$ cat src/rtl/pipe_ctrl_if.sv
// Hazard request inputs and stage enable/flush controls exchanged between
// the pipeline and its central controller.
interface pipe_ctrl_if;
    logic ld_stall_req_i;
    logic br_taken_i;
    logic mem_access_i;
    logic dmem_ready_i;
    logic pc_en_o;
    logic ifid_en_o;
    logic idex_en_o;
    logic exmem_en_o;
    logic memwb_en_o;
    logic ifid_flush_o;
    logic idex_flush_o;

    modport slave (
        input  ld_stall_req_i, br_taken_i, mem_access_i, dmem_ready_i,
        output pc_en_o, ifid_en_o, idex_en_o, exmem_en_o, memwb_en_o,
               ifid_flush_o, idex_flush_o
    );

    modport master (
        output ld_stall_req_i, br_taken_i, mem_access_i, dmem_ready_i,
        input  pc_en_o, ifid_en_o, idex_en_o, exmem_en_o, memwb_en_o,
               ifid_flush_o, idex_flush_o
    );
endinterface

$ cat src/rtl/pipe_ctrl.sv
// Pipeline controller: turns load-use, branch and data-memory hazards into
// synchronous stage enables/bubbles, with memory-timeout fault and event counters.
module pipe_ctrl #(
    parameter int unsigned CNT_W       = 16,
    parameter int unsigned MEM_TIMEOUT = 64
) (
    input  logic             clk_i,
    input  logic             rst_i,
    pipe_ctrl_if.slave       pipe,
    output logic [CNT_W-1:0] stall_cnt_o,
    output logic [CNT_W-1:0] flush_cnt_o,
    output logic [1:0]       state_o,
    output logic             fault_o
);
    localparam int unsigned WAIT_W = $clog2(MEM_TIMEOUT + 1);
    localparam logic [WAIT_W-1:0] TIMEOUT_V = WAIT_W'(MEM_TIMEOUT);
    localparam logic [WAIT_W-1:0] WAIT_ONE  = WAIT_W'(1);

    typedef enum logic [1:0] {
        RUN     = 2'd0,
        LDSTALL = 2'd1,
        MEMWAIT = 2'd2,
        FAULT   = 2'd3
    } state_t;

    state_t            state_q, state_d;
    logic [WAIT_W-1:0] wait_q, wait_d;
    logic [CNT_W-1:0]  stall_cnt_q, flush_cnt_q;

    logic mem_wait;
    logic decide, ld_allow;
    logic pc_en, ifid_en, idex_en, exmem_en, memwb_en;
    logic ifid_flush, idex_flush;
    logic flush_evt, stall_evt;

    assign mem_wait = pipe.mem_access_i & ~pipe.dmem_ready_i;

    always_comb begin
        state_d    = state_q;
        wait_d     = wait_q;
        decide     = 1'b0;
        ld_allow   = 1'b0;
        pc_en      = 1'b0;
        ifid_en    = 1'b0;
        idex_en    = 1'b0;
        exmem_en   = 1'b0;
        memwb_en   = 1'b0;
        ifid_flush = 1'b0;
        idex_flush = 1'b0;
        flush_evt  = 1'b0;

        unique case (state_q)
            RUN: begin
                decide   = 1'b1;
                ld_allow = 1'b1;
            end
            LDSTALL: begin
                decide = 1'b1;
            end
            MEMWAIT: begin
                if (pipe.dmem_ready_i) begin
                    // Release cycle: full decision, load-use stall allowed again.
                    decide   = 1'b1;
                    ld_allow = 1'b1;
                    wait_d   = '0;
                end else begin
                    wait_d = wait_q + WAIT_ONE;
                    if (wait_d == TIMEOUT_V) begin
                        state_d = FAULT;
                    end
                end
            end
            FAULT: begin
                state_d = FAULT;
            end
            default: begin
                state_d = FAULT;
            end
        endcase

        if (decide) begin
            if (mem_wait) begin
                state_d = MEMWAIT;
                wait_d  = WAIT_ONE;
            end else if (pipe.br_taken_i) begin
                pc_en      = 1'b1;
                ifid_en    = 1'b1;
                idex_en    = 1'b1;
                exmem_en   = 1'b1;
                memwb_en   = 1'b1;
                ifid_flush = 1'b1;
                idex_flush = 1'b1;
                flush_evt  = 1'b1;
                state_d    = RUN;
            end else if (pipe.ld_stall_req_i && ld_allow) begin
                idex_en    = 1'b1;
                exmem_en   = 1'b1;
                memwb_en   = 1'b1;
                idex_flush = 1'b1;
                state_d    = LDSTALL;
            end else begin
                pc_en    = 1'b1;
                ifid_en  = 1'b1;
                idex_en  = 1'b1;
                exmem_en = 1'b1;
                memwb_en = 1'b1;
                state_d  = RUN;
            end
        end
    end

    assign stall_evt = ~pc_en & (state_q != FAULT);

    always_ff @(posedge clk_i or posedge rst_i) begin
        if (rst_i) begin
            state_q     <= RUN;
            wait_q      <= '0;
            stall_cnt_q <= '0;
            flush_cnt_q <= '0;
        end else begin
            state_q <= state_d;
            wait_q  <= wait_d;
            if (stall_evt && (stall_cnt_q != '1)) begin
                stall_cnt_q <= stall_cnt_q + 1'b1;
            end
            if (flush_evt && (flush_cnt_q != '1)) begin
                flush_cnt_q <= flush_cnt_q + 1'b1;
            end
        end
    end

    // Reset must hold every stage frozen, independent of hazard inputs.
    assign pipe.pc_en_o      = pc_en      & ~rst_i;
    assign pipe.ifid_en_o    = ifid_en    & ~rst_i;
    assign pipe.idex_en_o    = idex_en    & ~rst_i;
    assign pipe.exmem_en_o   = exmem_en   & ~rst_i;
    assign pipe.memwb_en_o   = memwb_en   & ~rst_i;
    assign pipe.ifid_flush_o = ifid_flush & ~rst_i;
    assign pipe.idex_flush_o = idex_flush & ~rst_i;

    assign stall_cnt_o = stall_cnt_q;
    assign flush_cnt_o = flush_cnt_q;
    assign state_o     = state_q;
    assign fault_o     = (state_q == FAULT);
endmodule

$ cat src/flat_wrapper.sv
// flat-port wrapper written by rule: the top's interface ports become plain ports
module pipe_ctrl_flat 
#(
    parameter int unsigned CNT_W       = 16,
    parameter int unsigned MEM_TIMEOUT = 64
)
  (clk_i, rst_i, stall_cnt_o, flush_cnt_o, state_o, fault_o, pipe_ld_stall_req_i, pipe_br_taken_i, pipe_mem_access_i, pipe_dmem_ready_i, pipe_pc_en_o, pipe_ifid_en_o, pipe_idex_en_o, pipe_exmem_en_o, pipe_memwb_en_o, pipe_ifid_flush_o, pipe_idex_flush_o);
  pipe_ctrl_if pipe_i ();
  input  logic clk_i;
  input  logic rst_i;
  output logic [CNT_W-1:0] stall_cnt_o;
  output logic [CNT_W-1:0] flush_cnt_o;
  output logic [1:0] state_o;
  output logic fault_o;
  input wire logic [$bits(pipe_i.ld_stall_req_i)-1:0] pipe_ld_stall_req_i;
  input wire logic [$bits(pipe_i.br_taken_i)-1:0] pipe_br_taken_i;
  input wire logic [$bits(pipe_i.mem_access_i)-1:0] pipe_mem_access_i;
  input wire logic [$bits(pipe_i.dmem_ready_i)-1:0] pipe_dmem_ready_i;
  output wire logic [$bits(pipe_i.pc_en_o)-1:0] pipe_pc_en_o;
  output wire logic [$bits(pipe_i.ifid_en_o)-1:0] pipe_ifid_en_o;
  output wire logic [$bits(pipe_i.idex_en_o)-1:0] pipe_idex_en_o;
  output wire logic [$bits(pipe_i.exmem_en_o)-1:0] pipe_exmem_en_o;
  output wire logic [$bits(pipe_i.memwb_en_o)-1:0] pipe_memwb_en_o;
  output wire logic [$bits(pipe_i.ifid_flush_o)-1:0] pipe_ifid_flush_o;
  output wire logic [$bits(pipe_i.idex_flush_o)-1:0] pipe_idex_flush_o;
  assign pipe_i.ld_stall_req_i = pipe_ld_stall_req_i;
  assign pipe_i.br_taken_i = pipe_br_taken_i;
  assign pipe_i.mem_access_i = pipe_mem_access_i;
  assign pipe_i.dmem_ready_i = pipe_dmem_ready_i;
  assign pipe_pc_en_o = pipe_i.pc_en_o;
  assign pipe_ifid_en_o = pipe_i.ifid_en_o;
  assign pipe_idex_en_o = pipe_i.idex_en_o;
  assign pipe_exmem_en_o = pipe_i.exmem_en_o;
  assign pipe_memwb_en_o = pipe_i.memwb_en_o;
  assign pipe_ifid_flush_o = pipe_i.ifid_flush_o;
  assign pipe_idex_flush_o = pipe_i.idex_flush_o;
  pipe_ctrl #(.CNT_W(CNT_W), .MEM_TIMEOUT(MEM_TIMEOUT)) u_core (.clk_i(clk_i), .rst_i(rst_i), .pipe(pipe_i), .stall_cnt_o(stall_cnt_o), .flush_cnt_o(flush_cnt_o), .state_o(state_o), .fault_o(fault_o));
endmodule
$ cat config.mk
export PLATFORM = sky130hd
export DESIGN_NAME = pipe_ctrl_flat
export DESIGN_NICKNAME = d
export VERILOG_FILES = /design/src/rtl/pipe_ctrl_if.sv /design/src/rtl/pipe_ctrl.sv /design/src/flat_wrapper.sv
export SDC_FILE = /design/constraint.sdc
export NUM_CORES = 1
export LEC_CHECK = 0
export ABC_AREA = 1
export CAP_MARGIN = 30
export CORE_AREA = 2 2 54 106
export DETAILED_ROUTE_END_ITERATION = 12
export DIE_AREA = 0 0 56 108
export PLACE_DENSITY = 0.86
export SYNTH_ARGS = -nofsm -noshare
export SYNTH_HDL_FRONTEND = slang
export SYNTH_SLANG_ARGS = --single-unit
$ cat constraint.sdc
create_clock -name clk_i -period 2.95 [get_ports clk_i]
set_clock_uncertainty 0.2 [all_clocks]
set_input_delay 0.7375 -clock clk_i [delete_from_list [all_inputs] [get_ports clk_i]]
set_output_delay 0.7375 -clock clk_i [all_outputs]
set_load 0.03 [all_outputs]
Word level (Yosys, flattened, before mapping):

Index checks and enable logic that the tools add are counted.

* add/subtract/negate cells: 3
* equality and inequality tests: 9
* mux-type cells: 27
* bitwise gates (word level): 9
* reductions and logical operators: 7

Operators by type and width (count)
* $add 16x1->16 const B: 2
* $ne 16x16->1 const B: 2
* $mux 7: 4
* $mux 1: 15
* $mux 2: 5
* $add 7x1->7 const B: 1
* $eq 7x7->1 const B: 1
* $and 1x1->1: 6
* $eq 2x2->1 const B: 2
* $pmux 1 s2: 2
* $pmux 2 s2: 1
* $logic_and 1x1->1: 3
* $ne 3x1->1 const B: 1
* $ne 3x2->1 const B: 1
* $not 1->1: 3
* $reduce_and 3->1: 1
* $reduce_bool 3->1: 1
* $eq 2x1->1 const B: 1
* $logic_not 2->1: 1
* $ne 2x2->1 const B: 1
* $reduce_or 2->1: 1

* register bits after elaboration: 41

Logic depth before layout (Yosys ltp):

Gate-level depths: netlist (run 1).

* word-level depth: 10
* gate-level depth with buffers: 11
* gate-level depth less buffers: 10

Least setup slack after synthesis (run 1):

OpenSTA, ideal clock, no wires.

* kind: input to output
* start point: input port rst_i
* end point: output port pipe_idex_flush_o
* arrival: 2346 ps
* required time: 2013 ps
* path slack: -333 ps
* stages on the path: 3
* buffers on the path: 0
* cell sequence: inv_1 nand3_1 a21oi_1

* word-level cells in the longest chain between the ends: 2

RTL lines
* start: declaration: line flat_wrapper.sv:10 `input logic rst_i;`
* $not 1->1: line pipe_ctrl.sv:139 `assign pipe.idex_flush_o = idex_flush & ~rst_i;`
* $and 1x1->1: line pipe_ctrl.sv:139
* end: declaration: line flat_wrapper.sv:25 `output wire logic [$bits(pipe_i.idex_flush_o)-1:0] pipe_idex_flush_o;`

Every way passes these cells.

Worst setup path after layout (run 1):

* start point: input port pipe_dmem_ready_i
* end point: output port pipe_idex_flush_o

* word-level cells in the longest chain between the ends: 8
* elaborated cells between the ends (all ways): 11

RTL lines
* start: declaration: line flat_wrapper.sv:18 `input wire logic [$bits(pipe_i.dmem_ready_i)-1:0] pipe_dmem_ready_i;`
* $mux 1: line pipe_ctrl.sv:61 `if (pipe.dmem_ready_i) begin`
* $pmux 1 s2: line pipe_ctrl.sv:52 `unique case (state_q)`
* $logic_and 1x1->1: line pipe_ctrl.sv:95 `end else if (pipe.ld_stall_req_i && ld_allow) begin`
* $mux 1: line pipe_ctrl.sv:95
* $mux 1: line pipe_ctrl.sv:85 `end else if (pipe.br_taken_i) begin`
* $mux 1: line pipe_ctrl.sv:82 `if (mem_wait) begin`
* $mux 1 (*): line pipe_ctrl.sv:81 `if (decide) begin`
* $and 1x1->1 (*): line pipe_ctrl.sv:139

Every way passes the cells marked *; elsewhere a longest branch is shown, timed or not.

==> metrics.md, run 1 <==
| Metric | Value |
|---|---|
| Register area share after synthesis | 38.48% |
| Asr flop ratio synth | 100.0% |
| Share of layout cells above drive strength 1 | 10.96% |
| WL per Instance | about 13 um |
| Final Util | 63.37% |
| Post-route ant nets | 0 |
| Max Cap Viol | 0 |
| Num ports | 48 |
| Slew Limit Fails | 0 |
| Area after DPL | 0.003151 mm^2 |
| Largest net degree at the start of global routing | 42 |
| Most frequent cell after synthesis | nand2_1 |
| Clock Latency Late Sink | 0.30 ns |
| Period minus WS final | about 2.9 ns |
| Vias in the first global route | 2600 |
| Area Growth Syn to Fin | 23.23% |
| P_leak | 1.547 nW |
| Startpoint Class | input pin |
| First-iteration detailed-routing DRC count | roughly 110 |
| Post-synth top area share | 38.48% |
| Finish-stage setup viols | 0 |
| Cells after Synth | 378 |
| Worst slew pin tran | 0.7305 ns |
| RSZ-0062 raised after global routing | true |
| Core Box Area | around 0.0052 mm^2 |
| GRT Overall Usage | 22.76% |
| Gr ovfl total | 0 |
| Status | complete, no violations |
| Place WS | -0.001368 ns |
| Routability Congestion | approximately 0.91 |
| Inserted Clock Buffers | 5 |
| DIE WIDTH | 56 um |
| Fmax | ~0.34 GHz |
| Initial antenna violation count | 0 |
| Post-Syn Area | between 0.002 and 0.003 mm^2 |
| Yosys cell types | 25 |
| Routed WL | between 6000 and 7000 um |
| Design area | around 0.0033 mm^2 |
| Mean area per synthesized cell | 7.054 um^2 |
| CTS Root Cell | clkbuf_8 |
| Vias | approximately 2600 |
| Syn nets | roughly 390 |
| Top FF cell, synth | dfrtp_1 |
| Post-synth EDFFs | 0 |
| Worst vdd ir | between 0.6 and 0.7 mV |
| Residual DRC | 0 |
| Vias per Instance | 5.405 |
| Crit end category | output port |
| Final Hold Fails | 0 |
| First-pass detailed-route iteration total | 7 |
| Worst-path clk slew | 0.08 ns |
| Initial core utilization | ~51% |
| Hold_buf cts | 0 |
| Resize count post-CTS | 1 |
| Antenna Cells | 0 |
| CTS Sinks | 41 |
| Post-route setup slack | slightly below 0.05 ns |
| First-pass GRT wire length | approximately 11000 um |
| Layout Nets | roughly 440 |
| Critical Path RT | between 2 and 2.5 ns |
| Slew headroom | between 50% and 60% |
| Longest Clk Path Bufs | 2 |
| Final Cycle Share | a little over nine tenths |
| H-Tree Depth | 2 |
| Die area | roughly 0.0060 mm^2 |
| Hold_ws | about 0.34 ns |
| Hold Crit Class | reg -> reg |
| Crit Path Max Fanout | 6 |
| Data arrival, critical path | 1.96 ns |
| Syn. warnings | 0 |
| Post-CTS setup buffer count | 0 |
| Critical-path top delay cell | clkdlybuf4s50_1 |
| Number of rows created at floorplan | 37 |
| Power density over the cells | between 600 and 700 mW/mm^2 |
| Ranking of synthesized cells by area | dfrtp_1 38%, nand2_1 21%, inv_1 6.3%, nand3_1 4.7%, nor2_1 4.6% |
| CTS tree | done |
| Synth Register Bits | 41 |
| Synth area leader | dfrtp_1 |
| Hpwl dp | 4773 um |
| Port Buffers | 47 |
| Crit path kind | in -> out |
| Critical-path cell list | clkdlybuf4s50_1 -> inv_1 -> o21ai_4 -> nand3_1 -> a21oi_1 -> buf_4 |
| Final std cells w/o fill | roughly 490 |
| Synth cell count leaders | 147 x nand2_1, 45 x inv_1, 41 x dfrtp_1 |
| Die H | roughly 110 um |
| Worst stage delay on the critical path | 0.49 ns |
| Dpl cells | roughly 480 |
-- worst paths after layout --
| path | endpoint | start | slack [ns] | depth (start not counted) |
|---|---|---|---|---|
| worst max-delay path | pipe_idex_flush_o | pipe_dmem_ready_i | 0.05 | 6 |
| worst min-delay path | u_core.flush_cnt_o[15] | u_core.flush_cnt_o[15] | 0.34 | 2 |
| worst max register to register | u_core.stall_cnt_o[13] | u_core.stall_cnt_o[0] | 0.68 | 8 |
| worst min register to register | u_core.flush_cnt_o[15] | u_core.flush_cnt_o[15] | 0.34 | 2 |
| max in group asynchronous | u_core.stall_cnt_o[12] | rst_i | 1.35 | 3 |
| min in group asynchronous | u_core.flush_cnt_o[12] | rst_i | 0.82 | 3 |
-- kinds of logic after synthesis --
family | count (synthesis) | share of synthesized area [%]
simple gates | 232 | 37.26
fa+ha+maj | 3 | 1.408
compound gates | 31 | 7.837
flops | 41 | 38.48
xor+xnor | 18 | 5.913
buf+inv | 53 | 9.104
-- critical path, delay by kind of cell --
family	cells	cell delay [ns]
compound gates	2	0.35
buf+inv	3	0.75
simple gates	1	0.13
-- flip-flops by register name, indices dropped and copies added (netlist names) --
register / flops
u_core.state_o: 2
u_core.flush_cnt_o: 16
u_core.stall_cnt_o: 16
u_core.wait_q: 7
-- layout make-up --
type | count | area (um^2)
Inverter | 46 | 178.9
Clock buffer | 6 | 82.58
Sequential cell | 41 | 1026
Tap cell | 58 | 72.57
Fill cell | 455 | 1899
Multi-Input combinational cell | 284 | 1413
Clock inverter | 2 | 37.54
Timing Repair Buffer | 50 | 475.5
-- per-stage QoR --
stage	total power [W]	TNS [ns]
after CTS	0.002309	0
after global placement	0.001789	0
after floorplan	0.001484	0
final	0.002300	0
after detailed placement	0.001821	-0.001368
after global routing	0.002429	-0.02644
-- metal layers --
metal	GRT usage [%]	part of all wire (%)	vias to the layer above
met1	21.50	36	1243
met5	0	0	-
met2	43.70	56	94
met3	4.067	4.2	23
met4	14.12	3.8	0
li1	-	-	1272
-- power breakdown --
group	leakage (nW)	switching, W	total, W	internal [W]
clock network	0.0574	0.000207	0.000482	0.000275
registers	0.552	0.000187	0.000862	0.000675
logic	0.937	0.000586	0.000956	0.000369
total	1.55	0.000980	0.00230	0.00132
-- placed cells by master (no fill, tap or decap) --
cell and instances:
a21oi_1 6, a22oi_1 1, and2_1 3, buf_4 10
bufinv_16 1, clkbuf_8 6, clkdlybuf4s50_1 40, clkinvlp_4 2
dfrtp_1 41, ha_1 3, inv_1 44, inv_4 1
nand2_1 147, nand2_2 8, nand2_4 1, nand3_1 24
nand3_2 1, nand3b_1 1, nand4_1 7, nor2_1 32
nor2_2 2, nor2_4 4, nor3_1 2, o211ai_1 1
o21ai_0 10, o21ai_2 10, o21ai_4 1, o32ai_1 2
xnor2_1 9, xor2_1 9
No activity file was read; power rests on OpenSTA's default activity.
==> inputs of run 2 (changes only) <==
--- a/config.mk
+++ b/config.mk
@@ -7,10 +7,11 @@
 export LEC_CHECK = 0
 export ABC_AREA = 1
 export CAP_MARGIN = 30
-export CORE_AREA = 2 2 54 106
+export CORE_AREA = 2 2 74 76
 export DETAILED_ROUTE_END_ITERATION = 12
-export DIE_AREA = 0 0 56 108
-export PLACE_DENSITY = 0.86
+export DIE_AREA = 0 0 76 78
+export HOLD_SLACK_MARGIN = 0.06
+export PLACE_DENSITY = 0.87
 export SYNTH_ARGS = -nofsm -noshare
 export SYNTH_HDL_FRONTEND = slang
 export SYNTH_SLANG_ARGS = --single-unit
==> metrics.md, run 2 (synthesized netlist as in run 1, its figures left out) <==
| Metric | Value |
|---|---|
| Status | complete, no violations |
| Post-route ant nets | 0 (unchanged) |
| Max Cap Viol | 0 (unchanged) |
| Worst-path clk slew | 0.07 ns (about the same) |
| Finish-stage setup viols | 0 (unchanged) |
| Hpwl dp | 4541 um (-4.9%) |
| R2R Path Start | u_core.stall_cnt_o[0] |
| Reg2reg setup slack | 0.67 ns (about the same) |
| Setup TNS | 0 ns (unchanged) |
| Critical Path RT | 2.01 ns (about the same) |
| Hold_buf cts | 0 (unchanged) |
| Final std cells w/o fill | 499 (+2.5%) |
| Crit end category | output port |
| Hold Crit Class | reg -> reg |
| Residual DRC | 0 (unchanged) |
| Startpoint Class | input pin |
| Hold path cells | 2 (unchanged) |
| Largest net degree at the start of global routing | 42 (unchanged) |
| Core Box Area | 0.005042 mm^2 (-2.8%) |
| DIE WIDTH | 76 um (+36%) |
| Longest Clk Path Bufs | 2 (unchanged) |
| Slew Limit Fails | 0 (unchanged) |
| CTS Root Cell | clkbuf_8 |
| Routability Congestion | 0.8558 (-5.9%) |
| Initial antenna violation count | 0 (unchanged) |
| Most frequent cells in the layout | 147 x nand2_1, 44 x inv_1, 41 x dfrtp_1, 40 x clkdlybuf4s50_1, 33 x nor2_1 |
| First-iteration detailed-routing DRC count | 190 (+81%) |
| Port Buffers | 47 (unchanged) |
| Die area | 0.005928 mm^2 (-2.0%) |
| GRT Overall Usage | 21.85% (-0.92 points) |
| Die H | 78 um (-28%) |
| Routed WL | 6292 um (-2.7%) |
| Power density over the cells | 701.1 mW/mm^2 (+0.17%) |
| Crit Path Max Fanout | 6 (unchanged) |
| P_leak | 1.543 nW (-0.20%) |
| RSZ-0062 raised after global routing | false |
| Fmax | 0.3456 GHz (+0.24%) |
| Number of rows created at floorplan | 26 (-30%) |
| Gr ovfl total | 0 (unchanged) |
| Worst slew pin tran | 0.7434 ns (+0.01289 ns) |
| CTS tree | done |
| Period minus WS final | 2.893 ns (-0.006887 ns) |
| Initial core utilization | 52.88% (+1.5 points) |
| Total power draw | 0.002309 W (+0.40%) |
| Min-delay src | u_core.flush_cnt_o[15] |
| Antenna Cells | 0 (unchanged) |
| Reg2Reg Depth | 8 (unchanged) |
| Filler cells | 440 (-3.3%) |
| Dpl cells | 491 (+2.5%) |
| Clock Latency Late Sink | 0.30 ns (about the same) |
| Vias in the first global route | 2387 (-8.2%) |
| Inserted Clock Buffers | 5 (unchanged) |
| Hold endpoint | u_core.flush_cnt_o[15] |
| Crit path kind | in -> out |
| Worst vdd ir | 0.6062 mV (+0.75%) |
| WL per Instance | 12.61 um (-5.0%) |
| Final Hold Fails | 0 (unchanged) |
| H-Tree Depth | 2 (unchanged) |
| First-pass detailed-route iteration total | 4 (-3) |
| Share of layout cells above drive strength 1 | 10.49% (-0.47 points) |
| Reg2reg end | u_core.stall_cnt_o[8] |
| Slew headroom | 50.32% (-0.86 points) |
| Data arrival, critical path | 1.96 ns (about the same) |
| Vias per Instance | 5.164 (-4.4%) |
| Layout Nets | 437 (unchanged) |
| Final Cycle Share | 98.08% (-0.23 points) |
| Vias | 2577 (-2.1%) |
| Area Growth Syn to Fin | 23.51% |
| First-pass GRT wire length | 10650 um (-2.3%) |
| CTS Sinks | 41 (unchanged) |
| Most common cell after layout, fill and taps aside | nand2_1 |
| Num ports | 48 (unchanged) |
| Final Util | 65.31% (+1.9 points) |
[run 2: cell counts in the layout (fill, tap and decap cells not counted)]
No cell type changed its count.
[run 2: cell type report]
class | instances | area [um^2] | area share (%)
Clock buffer | 6 | 82.58 | 2.508
Clock inverter | 2 | 37.54 | 1.140
Inverter | 46 | 178.9 | 5.433
Multi-Input combinational cell | 284 | 1405 | 42.67
Sequential cell | 41 | 1026 | 31.15
Tap cell | 70 | 87.58 | 2.660
Timing Repair Buffer | 50 | 475.5 | 14.44
[run 2: worst max-delay path by stage]
| stage | start | endpoint | slack [ns] | depth (start not counted) |
|---|---|---|---|---|
| 3_5_place_dp | pipe_dmem_ready_i | pipe_pc_en_o | 0.02 | 6 |
| 3_3_place_gp | pipe_dmem_ready_i | pipe_pc_en_o | 0.06 | 6 |
| 4_1_cts | pipe_dmem_ready_i | pipe_pc_en_o | 0.02 | 6 |
| 6_report | pipe_dmem_ready_i | pipe_pc_en_o | 0.06 | 6 |
| 5_1_grt | pipe_dmem_ready_i | pipe_pc_en_o | 0.009 | 6 |
| 2_1_floorplan | rst_i | pipe_idex_en_o | 0.004 | 4 |
[run 2: per-layer routing]
metal	wire (um)	vias up	track usage (%)
li1	-	1279	-
met1	2758	1210	26.87
met2	3177	81	39.29
met3	296	7	4.302
met4	59	0	5.818
met5	0	-	0
[run 2: critical path, stage by stage]
cell and delay, ns:
clkdlybuf4s50_1 0.49, inv_1 0.09, o21ai_4 0.18, nand3_1 0.12
nor2_1 0.15, buf_4 0.18
[run 2: timing repair]
action | 4_1_cts | 5_1_grt
resized for setup | 0 | 1
endpoints found under the hold margin | 0 | 0
setup endpoints to repair | 0 | 2
setup buffers | 0 | 0
[run 2: report_power, final]
| group | internal [W] | switching (W) |
|---|---|---|
| sequential | 0.000675 | 0.000184 |
| combinational | 0.000369 | 0.000591 |
| clock | 0.000276 | 0.000214 |
[run 2: metrics by stage]
step,hold slack (ns),instance area (um^2),setup slack (ns)
floorplan,0.3250,2670,0.004303
global placement,0.3127,3166,0.06205
detailed placement,0.3337,3166,0.02079
CTS,0.3524,3286,0.02086
global route,0.3867,3293,0.008982
finish,0.3448,3293,0.05662
